<file path="src/rtl/fp16_normalize_pkg.sv">
// Shared constants and FSM encoding for the FP16 post-add normaliser.
package fp16_normalize_pkg;

  localparam int EXP_W = 5;
  localparam int MAN_W = 10;
  localparam int EXP_BIAS = 15;

  localparam logic [EXP_W-1:0] EXP_MAX = 5'd31;
  localparam logic [EXP_W-1:0] EXP_ONE = 5'd1;
  localparam logic [EXP_W-1:0] EXP_DEC = 5'h1F;

  typedef enum logic [1:0] {
    FSM_IDLE  = 2'd0,
    FSM_EVAL  = 2'd1,
    FSM_SHIFT = 2'd2,
    FSM_DONE  = 2'd3
  } state_e;

endpackage

</file>
<file path="src/rtl/cla_nbit.sv">
// n-bit carry-lookahead adder: s = a + b + ci.
module cla_nbit #(
  parameter int n = 4
) (
  input  logic [n-1:0] a_i,
  input  logic [n-1:0] b_i,
  input  logic         ci_i,
  output logic [n-1:0] s_o,
  output logic         co_o
);

  logic [n-1:0] g;
  logic [n-1:0] p;
  logic [n:0]   c;

  assign g = a_i & b_i;
  assign p = a_i ^ b_i;

  // Each carry is built from the generate/propagate prefix, not rippled.
  always_comb begin
    logic pp;
    c    = '0;
    pp   = 1'b1;
    c[0] = ci_i;
    for (int i = 1; i <= n; i++) begin
      pp = 1'b1;
      for (int j = i - 1; j >= 0; j--) begin
        c[i] = c[i] | (pp & g[j]);
        pp   = pp & p[j];
      end
      c[i] = c[i] | (pp & ci_i);
    end
  end

  assign s_o  = p ^ c[n-1:0];
  assign co_o = c[n];

endmodule

</file>
<file path="src/rtl/fp16_normalize.sv">
// Iterative FP16 post-add normaliser with valid/ready on both sides.
// Build option: FP16_NORM_SUBNORM_EN emits subnormals instead of flushing.
module fp16_normalize
  import fp16_normalize_pkg::*;
(
  input  logic             clk,
  input  logic             rst,
  input  logic             in_valid,
  output logic             in_ready,
  input  logic             in_sign,
  input  logic [EXP_W-1:0] in_exp,
  input  logic [MAN_W+1:0] in_mant,
  output logic             out_valid,
  input  logic             out_ready,
  output logic [15:0]      out_result,
  output logic             out_zero,
  output logic             out_ovf,
  output logic             out_uf
);

  state_e           state_q;
  logic             sign_q;
  logic [EXP_W-1:0] exp_q;
  logic [MAN_W+1:0] mant_q;
  logic             in_ready_q;
  logic             out_valid_q;
  logic [15:0]      result_q;
  logic             zero_q;
  logic             ovf_q;
  logic             uf_q;

  logic [EXP_W-1:0] add_b;
  logic [EXP_W-1:0] exp_sum;
  logic             add_co_unused;
  logic             do_shift;
  logic [EXP_W-1:0] exp_d;
  logic [MAN_W+1:0] mant_d;

  // One adder serves both the carry-out increment and the shift decrement.
  assign add_b = (state_q == FSM_EVAL) ? EXP_ONE : EXP_DEC;

  cla_nbit #(.n(EXP_W)) u_exp_add (
    .a_i  (exp_q),
    .b_i  (add_b),
    .ci_i (1'b0),
    .s_o  (exp_sum),
    .co_o (add_co_unused)
  );

  always_comb begin
    do_shift = 1'b0;
    exp_d    = exp_q;
    mant_d   = mant_q;
    if (state_q == FSM_SHIFT && !mant_q[MAN_W] && exp_q > EXP_ONE) begin
      do_shift = 1'b1;
      exp_d    = exp_sum;
      mant_d   = mant_q << 1;
    end
  end

  always_ff @(posedge clk) begin
    if (rst) begin
      state_q     <= FSM_IDLE;
      sign_q      <= 1'b0;
      exp_q       <= '0;
      mant_q      <= '0;
      in_ready_q  <= 1'b1;
      out_valid_q <= 1'b0;
      result_q    <= '0;
      zero_q      <= 1'b0;
      ovf_q       <= 1'b0;
      uf_q        <= 1'b0;
    end else begin
      unique case (state_q)
        FSM_IDLE: begin
          if (in_valid) begin
            sign_q     <= in_sign;
            exp_q      <= (in_exp == '0) ? EXP_ONE : in_exp;
            mant_q     <= in_mant;
            in_ready_q <= 1'b0;
            zero_q     <= 1'b0;
            ovf_q      <= 1'b0;
            uf_q       <= 1'b0;
            state_q    <= FSM_EVAL;
          end
        end
        FSM_EVAL: begin
          if (mant_q == '0) begin
            result_q    <= {sign_q, 15'b0};
            zero_q      <= 1'b1;
            out_valid_q <= 1'b1;
            state_q     <= FSM_DONE;
          end else if (mant_q[MAN_W+1]) begin
            mant_q <= mant_q >> 1;
            exp_q  <= exp_sum;
            if (exp_sum == EXP_MAX) begin
              result_q <= {sign_q, EXP_MAX, 10'h000};
              ovf_q    <= 1'b1;
            end else begin
              result_q <= {sign_q, exp_sum, mant_q[MAN_W:1]};
            end
            out_valid_q <= 1'b1;
            state_q     <= FSM_DONE;
          end else if (mant_q[MAN_W]) begin
            result_q    <= {sign_q, exp_q, mant_q[MAN_W-1:0]};
            out_valid_q <= 1'b1;
            state_q     <= FSM_DONE;
          end else begin
            state_q <= FSM_SHIFT;
          end
        end
        FSM_SHIFT: begin
          mant_q <= mant_d;
          exp_q  <= exp_d;
          if (mant_d[MAN_W]) begin
            result_q    <= {sign_q, exp_d, mant_d[MAN_W-1:0]};
            out_valid_q <= 1'b1;
            state_q     <= FSM_DONE;
          end else if (exp_d == EXP_ONE) begin
`ifdef FP16_NORM_SUBNORM_EN
            result_q <= {sign_q, 5'h00, mant_d[MAN_W-1:0]};
            uf_q     <= 1'b0;
`else
            result_q <= {sign_q, 15'b0};
            zero_q   <= 1'b1;
            uf_q     <= 1'b1;
`endif
            out_valid_q <= 1'b1;
            state_q     <= FSM_DONE;
          end
        end
        FSM_DONE: begin
          if (out_ready) begin
            out_valid_q <= 1'b0;
            in_ready_q  <= 1'b1;
            state_q     <= FSM_IDLE;
          end
        end
        default: state_q <= FSM_IDLE;
      endcase
    end
  end

  assign in_ready   = in_ready_q;
  assign out_valid  = out_valid_q;
  assign out_result = result_q;
  assign out_zero   = zero_q;
  assign out_ovf    = ovf_q;
  assign out_uf     = uf_q;

endmodule

</file>
<file path="config.mk">
export PLATFORM = sky130hd
export DESIGN_NAME = fp16_normalize
export DESIGN_NICKNAME = d
export VERILOG_FILES = /design/src/rtl/fp16_normalize_pkg.sv /design/src/rtl/cla_nbit.sv /design/src/rtl/fp16_normalize.sv
export SDC_FILE = /design/constraint.sdc
export NUM_CORES = 1
export LEC_CHECK = 0
export CAP_MARGIN = 20
export CORE_MARGIN = 2
export CORE_UTILIZATION = 25
export DETAILED_ROUTE_END_ITERATION = 10
export GPL_TIMING_DRIVEN = 0
export PLACE_DENSITY_LB_ADDON = 0.12
export SYNTH_ARGS = -nofsm -noshare
export SYNTH_HDL_FRONTEND = slang
export SYNTH_HIERARCHICAL = 1
export SYNTH_SLANG_ARGS = --single-unit
</file>
<file path="constraint.sdc">
create_clock -name clk -period 4.22 [get_ports clk]
set_input_delay 0.633 -clock clk [delete_from_list [all_inputs] [get_ports clk]]
set_output_delay 0.633 -clock clk [all_outputs]
set_load 0.01 [all_outputs]
</file>
==> impl_results.md, run 1 <==
- Outcome: complete, no violations
- H-Tree Depth: 2
- Die height: 115.3 um
- Number of synthesis warnings: 6
- CP cell instances: inv_1, ha_1, clkbuf_2, inv_1, ha_1, and3_1, a2111o_1, xor2_2, clkinv_1, or2_2, a311oi_1, a311o_1, mux2i_1
- Overall Global Routing Usage: 0.1730
- CP Class: flip-flop to flip-flop
- Post-DR wirelength/cell: 17.22 um
- Final setup fails: 0
- Tcrit/Tclk final: 0.9307
- CTS tree: yes
- Die X: 115.3 um
- Max Root-Sink Buffers: 2
- Actual slew at the worst max-slew pin: 0.7324 ns
- Peak Freq: 254.6 MHz
- Hold Buf Count CTS: 0
- CP required: 4.39 ns
- Clk_skew: 0.004279 ns
- Gr ovfl total: 0
- Total CTS buffers: 5
- PwrDens: 750.5 nW/um^2
- Initial DRT Pass Iterations: 5
- Worst R2R End: out_result[8]
- Buffers on Ports: 42
- Family with the most delay on the worst path: buffers and inverters
- Core area: 12060 um^2
- Final net count: 510
- Synth Instances: 424
- WP data arrival: 4.10 ns
- Row count: 40
- Clock Latency Late Sink: 0.29 ns
- Dpl hpwl: 8313 um
- Slowest CP cell: a2111o_1
- RePlAce Congestion: 0.8812
- Starting Density: 0.2567
- Slew HR: 0.5084
- Register clock-pin slew on the reported worst setup and hold paths: 0.06 ns
- ANT cells: 0
- First-pass GRT wire length: 17920 um
- Bufs and invs on worst path: 4
- Core Util, Final: 0.3256
- Layout area overhead: 26.83%
- End of the critical path: out_result[8]
- CP Launch Type: flip-flop
- Starting DRT DRC Count: 240
- Total Power: 0.002948 W
- Clock Sinks: 41
- Most frequent cells in the layout: 66 x nand2_1, 42 x clkdlybuf4s50_1, 41 x a21oi_1, 41 x dfxtp_1, 33 x o21ai_0
- IO Count: 43
- Peak VDD IR: 0.2498 mV
- Most common cell after layout, fill and taps aside: nand2_1
- Post-DR vias/cell: 5.104
- Number of remaining DRC errors: 0
- Ratio of cells with drive above 1 in the final layout: 0.06054
- FF-to-FF path depth: 13
- Final hold vios: 0
- Max Cap Viol: 0
- DRT Wirelength: 11140 um
- Post-Syn Area: 3097 um^2
- Worst Path Max Fanout: 10
- Sum of negative setup slack: 0 ns
- Min-Delay Path Class: flip-flop to flip-flop
- Clk root buf: clkbuf_16
- Full die area: 13290 um^2
- Routed Antenna Nets: 0
- CP Launch Point: state_q[1]
- Reg2reg setup slack: 0.29 ns
- Worst setup EP type: flip-flop
- Via count: 3302
- Slew Viols, Final: 0
- Max incr delay on CP: 0.45 ns
- Clock period minus worst slack: 3.928 ns
- Avg Inst Size Synth: 7.304 um^2
- Largest net degree at the start of global routing: 14
- Initial antenna violation count: 0
- Vias in the first global route: 3197
- Worst R2R Start: state_q[1]
- Unrepaired setup endpoints after global routing: no
- Crit. path cell count: 13
- Leak: 1.384 nW
[registers in the layout, indices dropped and copies added (netlist names)]
| register | count |
|---|---|
| state_q | 2 |
| in_ready | 1 |
| mant_q | 12 |
| sign_q | 1 |
| exp_q | 5 |
| out_zero | 1 |
| out_result | 16 |
| out_ovf | 1 |
| out_valid | 1 |
| out_uf | 1 |
[through the flow]
stage | instance area (um^2) | std cells | worst slack [ns] | hold WS [ns]
after global placement | 3739 | 637 | 0.04759 | 0.4445
final | 3928 | 647 | 0.2925 | 0.4539
after detailed placement | 3739 | 637 | 0.06537 | 0.4473
after floorplan | 3108 | 427 | 0.7673 | 0.4350
after CTS | 3891 | 645 | 0.002317 | 0.4573
after global routing | 3928 | 647 | 0.06921 | 0.4730
[final cells by class]
cell class,instances,area (um^2)
buffer,36,160.2
clock buffer,6,138.9
clock inverter,2,13.76
fill,1328,8134
inverter,12,45.04
multi-input combinational,338,2091
sequential,41,820.8
tap,168,210.2
timing repair buffer,44,447.9
[layer usage]
| metal | GRT usage | wire length [um] |
|---|---|---|
| met3 | 0.02583 | 475 |
| met2 | 0.2690 | 4740 |
| met5 | 0 | 0 |
| met4 | 0.03293 | 80 |
| met1 | 0.2549 | 5846 |
[power breakdown]
part	internal (W)	total, W	switching (W)
Sequential	0.000519	0.000670	0.000151
Clock	0.000236	0.000403	0.000168
Combinational	0.000712	0.00187	0.00116
Total	0.00147	0.00295	0.00148
[timing repair]
action,in CTS,in global routing
setup buffers,0,2
resized for setup,0,3
setup endpoints to repair,0,17
[worst min-delay path, cell delays in order (launching register included)]
cell and delay (ns):
dfxtp_1 0.31, nand2_1 0.05, mux2i_1 0.05
[worst min-delay path by stage]
stage / start / end / slack, ns / depth (start not counted)
6_report: sign_q / out_result[15] / 0.45 / 2
4_1_cts: sign_q / out_result[15] / 0.46 / 2
5_1_grt: out_result[1] / out_result[1] / 0.47 / 2
3_5_place_dp: sign_q / out_result[15] / 0.45 / 2
3_3_place_gp: sign_q / sign_q / 0.44 / 2
2_1_floorplan: sign_q / out_result[15] / 0.43 / 2
Power figures use the tool's default switching activity.
==> run 2, diff against run 1 <==
--- a/config.mk
+++ b/config.mk
@@ -10,6 +10,7 @@
 export CORE_UTILIZATION = 25
 export DETAILED_ROUTE_END_ITERATION = 10
 export GPL_TIMING_DRIVEN = 0
+export MAX_ROUTING_LAYER = met4
 export PLACE_DENSITY_LB_ADDON = 0.12
 export SYNTH_ARGS = -nofsm -noshare
 export SYNTH_HDL_FRONTEND = slang
==> run 2 against run 1 <==
- sequential share of layout area rose by 0.067 points
- critical path depth is the same
- largest power group unchanged
- first-iteration DRC count rose by 23%
- worst hold slack gained 0.0023 ns
- sequential power about the same
==> impl_results.md, run 2 (synthesis results as in run 1) <==
- Outcome: complete, no violations (unchanged)
- Clk root buf: clkbuf_16 (unchanged)
- Max Cap Viol: 0 (unchanged)
- Most frequent cells in the layout: 66 x nand2_1, 42 x clkdlybuf4s50_1, 41 x a21oi_1, 41 x dfxtp_1, 33 x o21ai_0 (unchanged)
- Final net count: 510 (unchanged)
- Core Util, Final: 0.3246 (was 0.3256)
- CP Class: flip-flop to flip-flop (unchanged)
- Initial antenna violation count: 0 (unchanged)
- CP cell instances: inv_1, ha_1, clkbuf_2, inv_1, ha_1, and3_1, a2111o_1, xor2_2, nor4b_1, nand3_1, a21boi_4, o221a_2, mux2_2 (was inv_1, ha_1, clkbuf_2, inv_1, ha_1, and3_1, a2111o_1, xor2_2, clkinv_1, or2_2, a311oi_1, a311o_1, mux2i_1)
- Clock period minus worst slack: 3.833 ns (was 3.928 ns)
- Die X: 115.3 um (unchanged)
- Max Root-Sink Buffers: 2 (unchanged)
- Unrepaired setup endpoints after global routing: no (unchanged)
- Peak VDD IR: 0.2432 mV (was 0.2498 mV)
- ANT cells: 0 (unchanged)
- Leak: 1.381 nW (was 1.384 nW)
- Worst Path Max Fanout: 10 (unchanged)
- IO Count: 43 (unchanged)
- WP data arrival: 4.01 ns (was 4.10 ns)
- Tcrit/Tclk final: 0.9082 (was 0.9307)
- Register clock-pin slew on the reported worst setup and hold paths: 0.06 ns (about the same)
- Via count: 3368 (was 3302)
- CP required: 4.40 ns (was 4.39 ns)
- Post-Place Cell Area: 3739 um^2 (unchanged)
- Placed instance count: 637 (unchanged)
- Full die area: 13290 um^2 (unchanged)
- Ratio of cells with drive above 1 in the final layout: 0.06263 (was 0.06054)
- Routed Antenna Nets: 0 (unchanged)
- Overall Global Routing Usage: 0.1790 (was 0.1730)
- Fillcell total: 1322 (was 1328)
- Max incr delay on CP: 0.44 ns (was 0.45 ns)
- Largest net degree at the start of global routing: 14 (unchanged)
- Max FFs per register: 16 (unchanged)
- First-pass GRT wire length: 17930 um (was 17920 um)
- Register Area: 820.8 um^2 (unchanged)
- Slew HR: 0.5041 (was 0.5084)
- Starting DRT DRC Count: 294 (was 240)
- Total CTS buffers: 5 (unchanged)
- Post-route cell area: 3915 um^2 (was 3928 um^2)
- Post-DR wirelength/cell: 17.68 um (was 17.22 um)
- PwrDens: 751.0 nW/um^2 (was 750.5 nW/um^2)
- Multi-input logic area: 2091 um^2 (unchanged)
- Buffers on Ports: 42 (unchanged)
- Slowest CP cell: a2111o_1 (unchanged)
- Most common cell after layout, fill and taps aside: nand2_1 (unchanged)
- Row count: 40 (unchanged)
- Peak Freq: 260.9 MHz (was 254.6 MHz)
- Min-Delay Path Class: flip-flop to flip-flop (unchanged)
- Initial DRT Pass Iterations: 5 (unchanged)
- Dpl hpwl: 8412 um (was 8313 um)
- Clk_skew: 0.004894 ns (was 0.004279 ns)
- Vias in the first global route: 3112 (was 3197)
- RePlAce Congestion: 0.9029 (was 0.8812)
- Hold Buf Count CTS: 0 (unchanged)
- H-Tree Depth: 2 (unchanged)
- Final setup fails: 0 (unchanged)
- DRT Wirelength: 11440 um (was 11140 um)
- Starting Density: 0.2567 (unchanged)
- Slew Viols, Final: 0 (unchanged)
- Core area: 12060 um^2 (unchanged)
- Worst setup EP type: flip-flop (unchanged)
- Final hold vios: 0 (unchanged)
- Number of remaining DRC errors: 0 (unchanged)
- Layout area overhead: 26.42% (was 26.83%)
- Post-Layout Cell Count: 647 (unchanged)
- Die height: 115.3 um (unchanged)
- Sum of negative setup slack: 0 ns (unchanged)
- Actual slew at the worst max-slew pin: 0.7342 ns (was 0.7324 ns)
- Gr ovfl total: 0 (unchanged)
- Post-DR vias/cell: 5.206 (was 5.104)
- Clock Latency Late Sink: 0.29 ns (about the same)
- Clock Sinks: 41 (unchanged)
- CTS tree: yes (unchanged)
- CP Launch Type: flip-flop (unchanged)
==> run 2: cell types whose count changed in the layout (fill, tap and decap cells not counted) <==
cell / delta
inv_2: +1
clkinv_1: -1
buf_4: +1
buf_12: -1
==> run 2: critical path, delay by kind of cell, from the launching register on <==
family	cells	cell delay, ns
xor gates and xnor gates	1	0.21
muxes	1	0.33
buffers and inverters	3	0.55
adders and majority gates	2	0.52
and+or+nand+nor	3	0.73
AOI/OAI and AO/OA	3	0.98
DFF	1	0.40
==> run 2: layout make-up <==
type | count | share of cell area
plain buffers | 36 | 0.04091
clock buffers | 6 | 0.03547
clock inverters | 2 | 0.003516
inverters | 12 | 0.01151
multi-input cells | 338 | 0.5340
flip-flops and latches | 41 | 0.2097
well taps | 168 | 0.05369
repair buffers | 44 | 0.1112
==> run 2: metal layers <==
metal	global-route usage	share of wire	vias to the layer above
met1	0.2647	0.50	1611
met3	0.02688	0.061	4
met5	-	0	-
li1	-	-	1624
met4	0.03213	0.0076	0
met2	0.2588	0.43	129
==> run 2: through the flow <==
step / total power (W) / hold WS, ns / setup slack (ns)
4_1_cts: 0.002902 / 0.4639 / 0.004388
2_1_floorplan: 0.001871 / 0.4350 / 0.7673
3_5_place_dp: 0.002488 / 0.4545 / 0.01777
6_report: 0.002940 / 0.4562 / 0.3872
3_3_place_gp: 0.002485 / 0.4438 / 0.03490
5_1_grt: 0.003165 / 0.4769 / 0.1022
==> run 2: path summary, 6_finish.rpt <==
kind	from	to	slack (ns)	cells after the start
max	state_q[1]	state_q[0]	0.39	13
min	out_result[6]	out_result[6]	0.46	2
max reg2reg	state_q[1]	state_q[0]	0.39	13
min reg2reg	out_result[6]	out_result[6]	0.46	2
==> run 2: power breakdown <==
group	switching [W]	internal, W
Combinational	0.00117	0.000697
Clock	0.000169	0.000236
Sequential	0.000152	0.000519
Total	0.00149	0.00145
==> run 2: repair_timing <==
| action | 4_1_cts | 5_1_grt |
|---|---|---|
| endpoints found under the setup margin | 0 | 17 |
| gates resized for setup | 0 | 4 |
| buffers inserted | 0 | 2 |
| hold endpoints to repair | 0 | 0 |
